--- src/rtl/vma_arb.sv ---
// vma_arb: VMA requester arbiter and memory-cycle sequencer (PI > EBOX > DIAG with DIAG anti-starvation).
// Define VMA_ARB_TIMEOUT_EN to add the WAIT no-response timeout counter and its error.
module vma_arb #(
    parameter int TIMEOUT_CYCLES = 255,
    parameter int DIAG_STARVE    = 4
) (
    input  logic       clk,
    input  logic       reset,
    input  logic       pi_req,
    input  logic       ebox_req,
    input  logic       diag_req,
    input  logic [1:0] pi_fn,
    input  logic [1:0] ebox_fn,
    input  logic [1:0] diag_fn,
    output logic [2:0] grant,
    output logic [1:0] vma_sel,
    output logic       vma_load,
    output logic       load_vma_held,
    input  logic       adr_brk_match,
    input  logic [2:0] adr_brk_cond,
    output logic       mem_start,
    output logic [1:0] mem_fn,
    input  logic       mem_ack,
    input  logic       mem_err,
    output logic       done,
    output logic       err,
    output logic       abrk_trap,
    output logic       busy
);
    typedef enum logic [2:0] {IDLE, LOAD, CHECK, WAIT, DONE} state_t;
    state_t     state;
    logic [3:0] starve;
    logic       diag_win, brk, to, fin;

    assign diag_win = diag_req && (!ebox_req || starve >= 4'(DIAG_STARVE));
    // Read-modify-write traps on either its read or its write enable
    assign brk = adr_brk_match && (mem_fn == 2'b10 ? adr_brk_cond[2] :
                                   mem_fn == 2'b00 ? adr_brk_cond[1] :
                                   mem_fn == 2'b01 ? adr_brk_cond[0] : |adr_brk_cond[1:0]);

`ifdef VMA_ARB_TIMEOUT_EN
    logic [7:0] tcnt;
    always_ff @(posedge clk) begin
        tcnt <= (reset || state != WAIT) ? 8'd0 : tcnt + 1'b1;
    end
    assign to = state == WAIT && tcnt == 8'(TIMEOUT_CYCLES);
`else
    logic unused_timeout;
    assign unused_timeout = |TIMEOUT_CYCLES;
    assign to = 1'b0;
`endif

    // Completion strobes follow live inputs in CHECK/WAIT; reset suppresses them immediately
    assign fin           = !reset && state == WAIT && (mem_ack || mem_err || to);
    assign abrk_trap     = !reset && state == CHECK && brk;
    assign mem_start     = !reset && state == CHECK && !brk;
    assign load_vma_held = mem_start;
    assign done          = fin || abrk_trap;
    assign err           = fin && (mem_err || (to && !mem_ack));
    assign busy          = state != IDLE;

    always_ff @(posedge clk) begin
        if (reset) begin
            state    <= IDLE;
            grant    <= 3'b000;
            vma_sel  <= 2'b11;
            mem_fn   <= 2'b00;
            vma_load <= 1'b0;
            starve   <= 4'd0;
        end else begin
            vma_load <= 1'b0;
            case (state)
                IDLE: begin
                    if (!diag_req) starve <= 4'd0;
                    if (pi_req) begin
                        grant   <= 3'b100;
                        vma_sel <= 2'b01;
                        mem_fn  <= pi_fn;
                    end else if (diag_win) begin
                        grant   <= 3'b001;
                        vma_sel <= 2'b10;
                        mem_fn  <= diag_fn;
                        starve  <= 4'd0;
                    end else if (ebox_req) begin
                        grant   <= 3'b010;
                        vma_sel <= 2'b00;
                        mem_fn  <= ebox_fn;
                        if (diag_req && starve != 4'd15) starve <= starve + 1'b1;
                    end
                    if (pi_req || ebox_req || diag_req) begin
                        state    <= LOAD;
                        vma_load <= 1'b1;
                    end
                end
                LOAD: begin
                    vma_sel <= 2'b11;
                    state   <= CHECK;
                end
                CHECK: begin
                    if (brk) grant <= 3'b000;
                    state <= brk ? DONE : WAIT;
                end
                WAIT: begin
                    if (mem_ack || mem_err || to) begin
                        grant <= 3'b000;
                        state <= DONE;
                    end
                end
                DONE:    state <= IDLE;
                default: state <= IDLE;
            endcase
        end
    end
endmodule

--- config.mk ---
export PLATFORM = sky130hd
export DESIGN_NAME = vma_arb
export DESIGN_NICKNAME = d
export VERILOG_FILES = /design/src/rtl/vma_arb.sv
export SDC_FILE = /design/constraint.sdc
export NUM_CORES = 1
export LEC_CHECK = 0
export ABC_AREA = 1
export ABC_CLOCK_PERIOD_IN_PS = 3200
export CORE_ASPECT_RATIO = 1.1
export CORE_MARGIN = 3
export CORE_UTILIZATION = 39
export DETAILED_ROUTE_END_ITERATION = 6
export GPL_TIMING_DRIVEN = 0
export MAX_ROUTING_LAYER = met4
export PLACE_DENSITY = 0.72
export SETUP_SLACK_MARGIN = 0.4
export SLEW_MARGIN = 25
export SYNTH_ARGS = -nofsm -noshare
export SYNTH_HDL_FRONTEND = slang
export SYNTH_SLANG_ARGS = --single-unit
--- constraint.sdc ---
create_clock -name clk -period 3.2 [get_ports clk]
set_input_delay 0.48 -clock clk [delete_from_list [all_inputs] [get_ports clk]]
set_output_delay 0.48 -clock clk [all_outputs]
set_load 0.05 [all_outputs]
==> flow_summary.toml <==
[status]
status = "finished, final reports clean"

[clock_network]
htreeDepth = 1
path_clk_slew_ps = 90
cts_buffers = 3
clk_latency_ps = 270
holdBufCountCts = 0
cts_tree = "built"
post_cts_buffers = 0
cts_max_path_buffers = 2
root_buffer = "clkbuf_4"
clock-sinks = 15

[setup_path]
cp.required_ps = 2720
critPathKind = "input port to primary output"
timing.rr.end = "starve[2]"
worst_ep_arrival_time_ps = 2200
r2r_slack_ps = 1920
cp_max_fo = 6
r2r_start = "starve[0]"
startpoint = "reset"
critical_path.endpoint_type = "primary output"
crit_end = "abrk_trap"
reg2reg_depth = 7
cp-start-kind = "input port"

[die]
core-area_um2 = 2270
die_w_um = 52.9
io_pins = 31
die_y_um = 57.6
start_util = 0.414
die_area_um2 = 3040
core.rowCount = 18

[yosys]
synthCells = 136
synth_area_per_cell_um2 = 6.93
syn_area_um2 = 942
seq_area_frac_synth = 0.319
synth_edf_count = 0
synthArstFlopShare = 0
yosys_warnings = 0
ys_dominant_reg_cell = "dfxtp_1"
synth_fp_nets = 154
synth.lib_cells_used.distinct = 30
ys_seq_elements = 15

[sta]
slew_viol_final = 0
finalSetupViolCount = 0
worst_pin_slew_ps = 506
finalCritPeriodShare = 0.837
fin_ws_ps = 522
setup_tns_ps = 0
max_slew_margin = 0.661
period_minus_slack_ps = 2680
rsz0062_at_grt = "false"
finalHoldViolCount = 0
timing.fmax_ghz = 0.373
fin_worst_skew_ps = 2.86

[placed_design]
dp_hpwl_um = 1720
gp_congestion = 0.784
pre_cts_ws_ps = 325
port_buffers = 29

[layout]
layout_common_cells = "nand2_1 (36), clkdlybuf4s50_1 (25), inv_1 (17), dfxtp_1 (15)"
area_growth_pct = 38.2
final_common_cell = "nand2_1"
fillCellCount = 237
nets = 188
drive_gt1_frac = 0.160
antennaDiodeCount = 0

[power]
irDropWorstVdd_v = 0.000299
switching_share = 0.472
p_clk_frac = 0.130
netSwitchingPower_w = 0.000388
powerDensity_nw_per_um2 = 631
intPower_w = 0.000434
power_leakage_nw = 0.620
p_comb_frac = 0.547
power_frac_seq = 0.323

[route]
via_per_inst = 4.80
drt_wl_total_um = 2140
via_count = 955
ant_nets = 0
drtIter0Drc = 23
drc = 0
avgRoutedWirePerCell_um = 10.8
drt_pass1_iterations = 4

[run]
max_cap_violations = 0

[global_route]
grt_pass1_wl_um = 3480
gr-usage-all-layers = 0.155
grt_max_degree = 11
antenna_found_initial = 0
grt_pass1_vias = 853
grt_overflow = 0

[worst_hold_path]
hold_path_class = "flip-flop to flip-flop"
==> logic make-up (layout without fill, tap and decap cells) <==
group                    Yosys count  after routing  synth area share
XOR/XNOR                           1              1           0.00930
adder cells (fa/ha/maj)            1              1            0.0133
AND/OR/NAND/NOR                   67             67             0.356
buffers and inverters             25             58             0.120
AO/OA/AOI/OAI                     27             27             0.183
flip-flops                        15             15             0.319
==> synthesized netlist by cell type, types with 3 or more instances <==
cell	instances	area [µm²]
dfxtp_1	15	300
nand2_1	36	135
nand2_2	3	18.8
inv_2	3	11.3
a21oi_2	5	43.8
o21ai_0	4	20.0
o211ai_1	4	30.0
nand3_1	9	45.0
a21oi_1	8	40.0
inv_1	17	63.8
nor2_1	9	33.8
==> metal layers <==
metal	global-route usage	wire length, µm	vias to the layer above
met5	-	0	-
met2	0.257	1100	19
li1	-	-	506
met3	0.0313	80	2
met1	0.186	937	428
met4	0.0438	23	0
==> stage by stage <==
step | instance area (µm²) | total power (W) | utilization | hold WS, ps | cells
floorplan | 942 | 0.000594 | - | 473 | 136
global placement | 1270 | 0.000710 | 0.558 | 450 | 195
detailed placement | 1270 | 0.000724 | 0.558 | 456 | 195
CTS | 1290 | 0.000833 | 0.569 | 473 | 199
global route | 1300 | 0.000883 | 0.573 | 496 | 199
finish | 1300 | 0.000822 | 0.573 | 469 | 199
==> power by group through the flow <==
stage / Combinational [W] / Clock, W / Sequential [W]
after floorplan: 0.000254 / 0 / 0.000340
after global placement: 0.000443 / 0 / 0.000267
after detailed placement: 0.000454 / 0 / 0.000269
after CTS: 0.000455 / 0.000113 / 0.000265
after global routing: 0.000493 / 0.000119 / 0.000271
final: 0.000450 / 0.000107 / 0.000266
==> worst max-delay path: stages <==
cell	delay, ps
clkdlybuf4s50_1	470
inv_1	220
nand2_1	110
nor2_1	100
clkdlybuf4s50_1	800
==> how the worst min path moves through the flow <==
| stage | cells after the start | slack (ps) | startpoint | to |
|---|---|---|---|---|
| 6_report | 2 | 470 | grant[0] | grant[0] |
| 4_1_cts | 2 | 470 | grant[0] | grant[0] |
| 3_5_place_dp | 2 | 460 | vma_sel[1] | vma_sel[1] |
| 5_1_grt | 2 | 500 | grant[0] | grant[0] |
| 3_3_place_gp | 2 | 450 | vma_sel[1] | vma_sel[1] |
| 2_1_floorplan | 2 | 470 | starve[3] | starve[3] |
==> final cells by class <==
type | instances | area [µm²] | share of cell area
well taps | 30 | 37.5 | 0.0288
multi-input cells | 96 | 529 | 0.406
clock buffers | 4 | 26.3 | 0.0202
flip-flops and latches | 15 | 300 | 0.231
inverters | 21 | 83.8 | 0.0644
plain buffers | 4 | 28.8 | 0.0221
repair buffers | 29 | 297 | 0.228
==> registers in the layout, summed over array words and instances (netlist names) <==
| name | cells |
|---|---|
| grant | 3 |
| mem_fn | 2 |
| starve | 4 |
| state | 3 |
| vma_load | 1 |
| vma_sel | 2 |
==> repair_timing <==
| action | in CTS | in global routing |
|---|---|---|
| cloned | 0 | 0 |
| gates resized for setup | 1 | 3 |
| endpoints found under the hold margin | 0 | 0 |
| endpoints found under the setup margin | 1 | 3 |
(Power assumes the default switching activity.)
==> patch, RTL diff (same settings) <==
Encoding of `state_t`: now one-hot (5 bits for 5 states).
--- a/src/rtl/vma_arb.sv
+++ b/src/rtl/vma_arb.sv
@@ -28,5 +28,5 @@
     output logic       busy
 );
-    typedef enum logic [2:0] {IDLE, LOAD, CHECK, WAIT, DONE} state_t;
+    typedef enum logic [4:0] {IDLE = 5'b00001, LOAD = 5'b00010, CHECK = 5'b00100, WAIT = 5'b01000, DONE = 5'b10000} state_t;
     state_t     state;
     logic [3:0] starve;
Function: no difference found for any inputs over 10 cycles, from zero or initial values and one cycle with reset high; not proved beyond that.
==> patch against the unedited design <==
- sequential cell count rose by 2
- maximum frequency rose by 2.1%
- wire length up 10%
- total power decreased by 7.2%
- critical path depth up 4
- cell area increased by 6.3%
- setup slack better by 0.056 ns
- hold slack improved by 0.021 ns
- synthesized area rose by 8.6%
- via count up 5.5%
- core utilization up 1.3 points
- largest cell class unchanged
==> patch: results (changes against the unedited design) <==
mux contribution to synthesized area 0% (unchanged); leakage 0.645 nW (+4.0%); Root Buffer clkbuf_4; compound-gate portion of the synthesized area 15.2% (-3.2 points); clk_lat worst skew 0.29 ns (+0.02 ns); status finished clean; clock tree buffer depth 2 (unchanged); vias in the first global route 1011 (+19%); ys async rst share 0% (unchanged); Global Route Usage Sum 17.2% (+1.7 points); Main synth FF type dfxtp_1; VDD IR max 0.339 mV (+13%); Data arrival, critical path 2.14 ns (-0.06 ns); ant diodes 0 (unchanged); IO Port Bufs 29 (unchanged); HPWL after detailed placement 1950 µm (+14%); Synth Area in XOR/XNOR 0% (-0.93 points); Hold Path Origin diag_req; largest net degree at the start of global routing 11 (unchanged); Total Routed Length 2360 µm (+10%); adder-cell share of the synthesized area 1.22% (-0.11 points); commonest cells in the netlist nand2_1 (28), dfxtp_1 (17), inv_1 (17), nor2_1 (15), o21ai_1 (8); Syn Nets 164 (+6.5%); initial antenna violation count 0 (unchanged); Via density 4.82 (+0.50%); ratio of cells with drive above 1 in the final layout 15.6% (-0.33 points); pre-CTS setup slack 0.183 ns (-0.143 ns); count of nets after finishing 198 (+5.3%); first-pass detailed-route iteration total 3 (-1); H-tree depth 1 (unchanged); Netlist cell types 31 (+3.3%); Starting DRT DRC Count 6 (-74%); Synth area leaders dfxtp_1 (33%), nand2_1 (10%), inv_1 (6.2%); Regs by FF count state (5), starve (4), grant (3); CTS buffer count 3 (unchanged); Worst Path Max Fanout 6 (unchanged); clk_skew 0.00287 ns (+0.00000841 ns); worst reg2reg path startpoint mem_fn[0]; crit end category primary output; Hold WC Path Type in -> reg; GP Congestion 0.767 (-2.1%); Clock transition at path regs 0.09 ns (about the same); first-pass GRT wire length 4060 µm (+17%); Slew headroom 66.0% (-0.10 points); sequential-to-total area share from yosys stat 33.3% (+1.4 points); Setup crit start adr_brk_cond[2]; synth warn 0 (unchanged); # fillers 235 (-0.84%)
-- patch: where the power goes --
group / internal, mW / leakage (nW) / switching (mW)
combinational: 0.135 / 0.490 / 0.232
clock: 0.0485 / 0.0150 / 0.0661
sequential: 0.249 / 0.140 / 0.0313
-- patch: critical path: stages --
cell and delay [ns]:
clkdlybuf4s50_1 0.40, inv_1 0.05, nand3_1 0.06, nand2_1 0.07, clkinv_1 0.05, nand2_1 0.13
nand2_1 0.18, nor2_1 0.16, dlygate4sd2_1 0.55
-- patch: cells by family (layout without fill, tap and decap cells) --
family / count (synthesis) / after routing
adder cells (fa/ha/maj): 1 / 1
buffers and inverters: 31 / 64
AO/OA/AOI/OAI: 26 / 26
AND/OR/NAND/NOR: 71 / 71
flip-flops: 17 / 17
-- patch: per-layer routing --
metal	GRT usage, %	vias to the layer above	routed length, µm
li1	-	543	-
met1	18.8	444	1030
met2	31.3	16	1220
met3	2.24	5	82
met4	5.34	0	29
met5	-	-	0
-- patch: cell type report --
class / instances / area [µm²] / share of cell area (%)
flip-flops and latches: 17 / 340 / 24.6
clock buffers: 4 / 26.3 / 1.90
well taps: 30 / 37.5 / 2.71
plain buffers: 5 / 40.0 / 2.89
multi-input cells: 98 / 552 / 39.8
inverters: 26 / 97.6 / 7.05
repair buffers: 29 / 292 / 21.0
-- patch: timing repair --
item                       4_1_cts  5_1_grt
setup endpoints to repair        2        4
gates resized for setup          2        5
buffers inserted                 0        0
-- patch: path summary, 6_finish.rpt --
kind	cells past startpoint	slack [ns]	to
max	9	0.58	load_vma_held
min	3	0.49	starve[3]
max reg2reg	10	1.81	grant[1]
min reg2reg	2	0.51	starve[3]
-- patch: through the flow --
| step | hold WS [ns] | std cells | cell area (µm²) |
|---|---|---|---|
| global placement | 0.492 | 205 | 1360 |
| finish | 0.489 | 209 | 1390 |
| detailed placement | 0.497 | 205 | 1360 |
| CTS | 0.487 | 209 | 1380 |
| floorplan | 0.473 | 146 | 1030 |
| global route | 0.495 | 209 | 1390 |
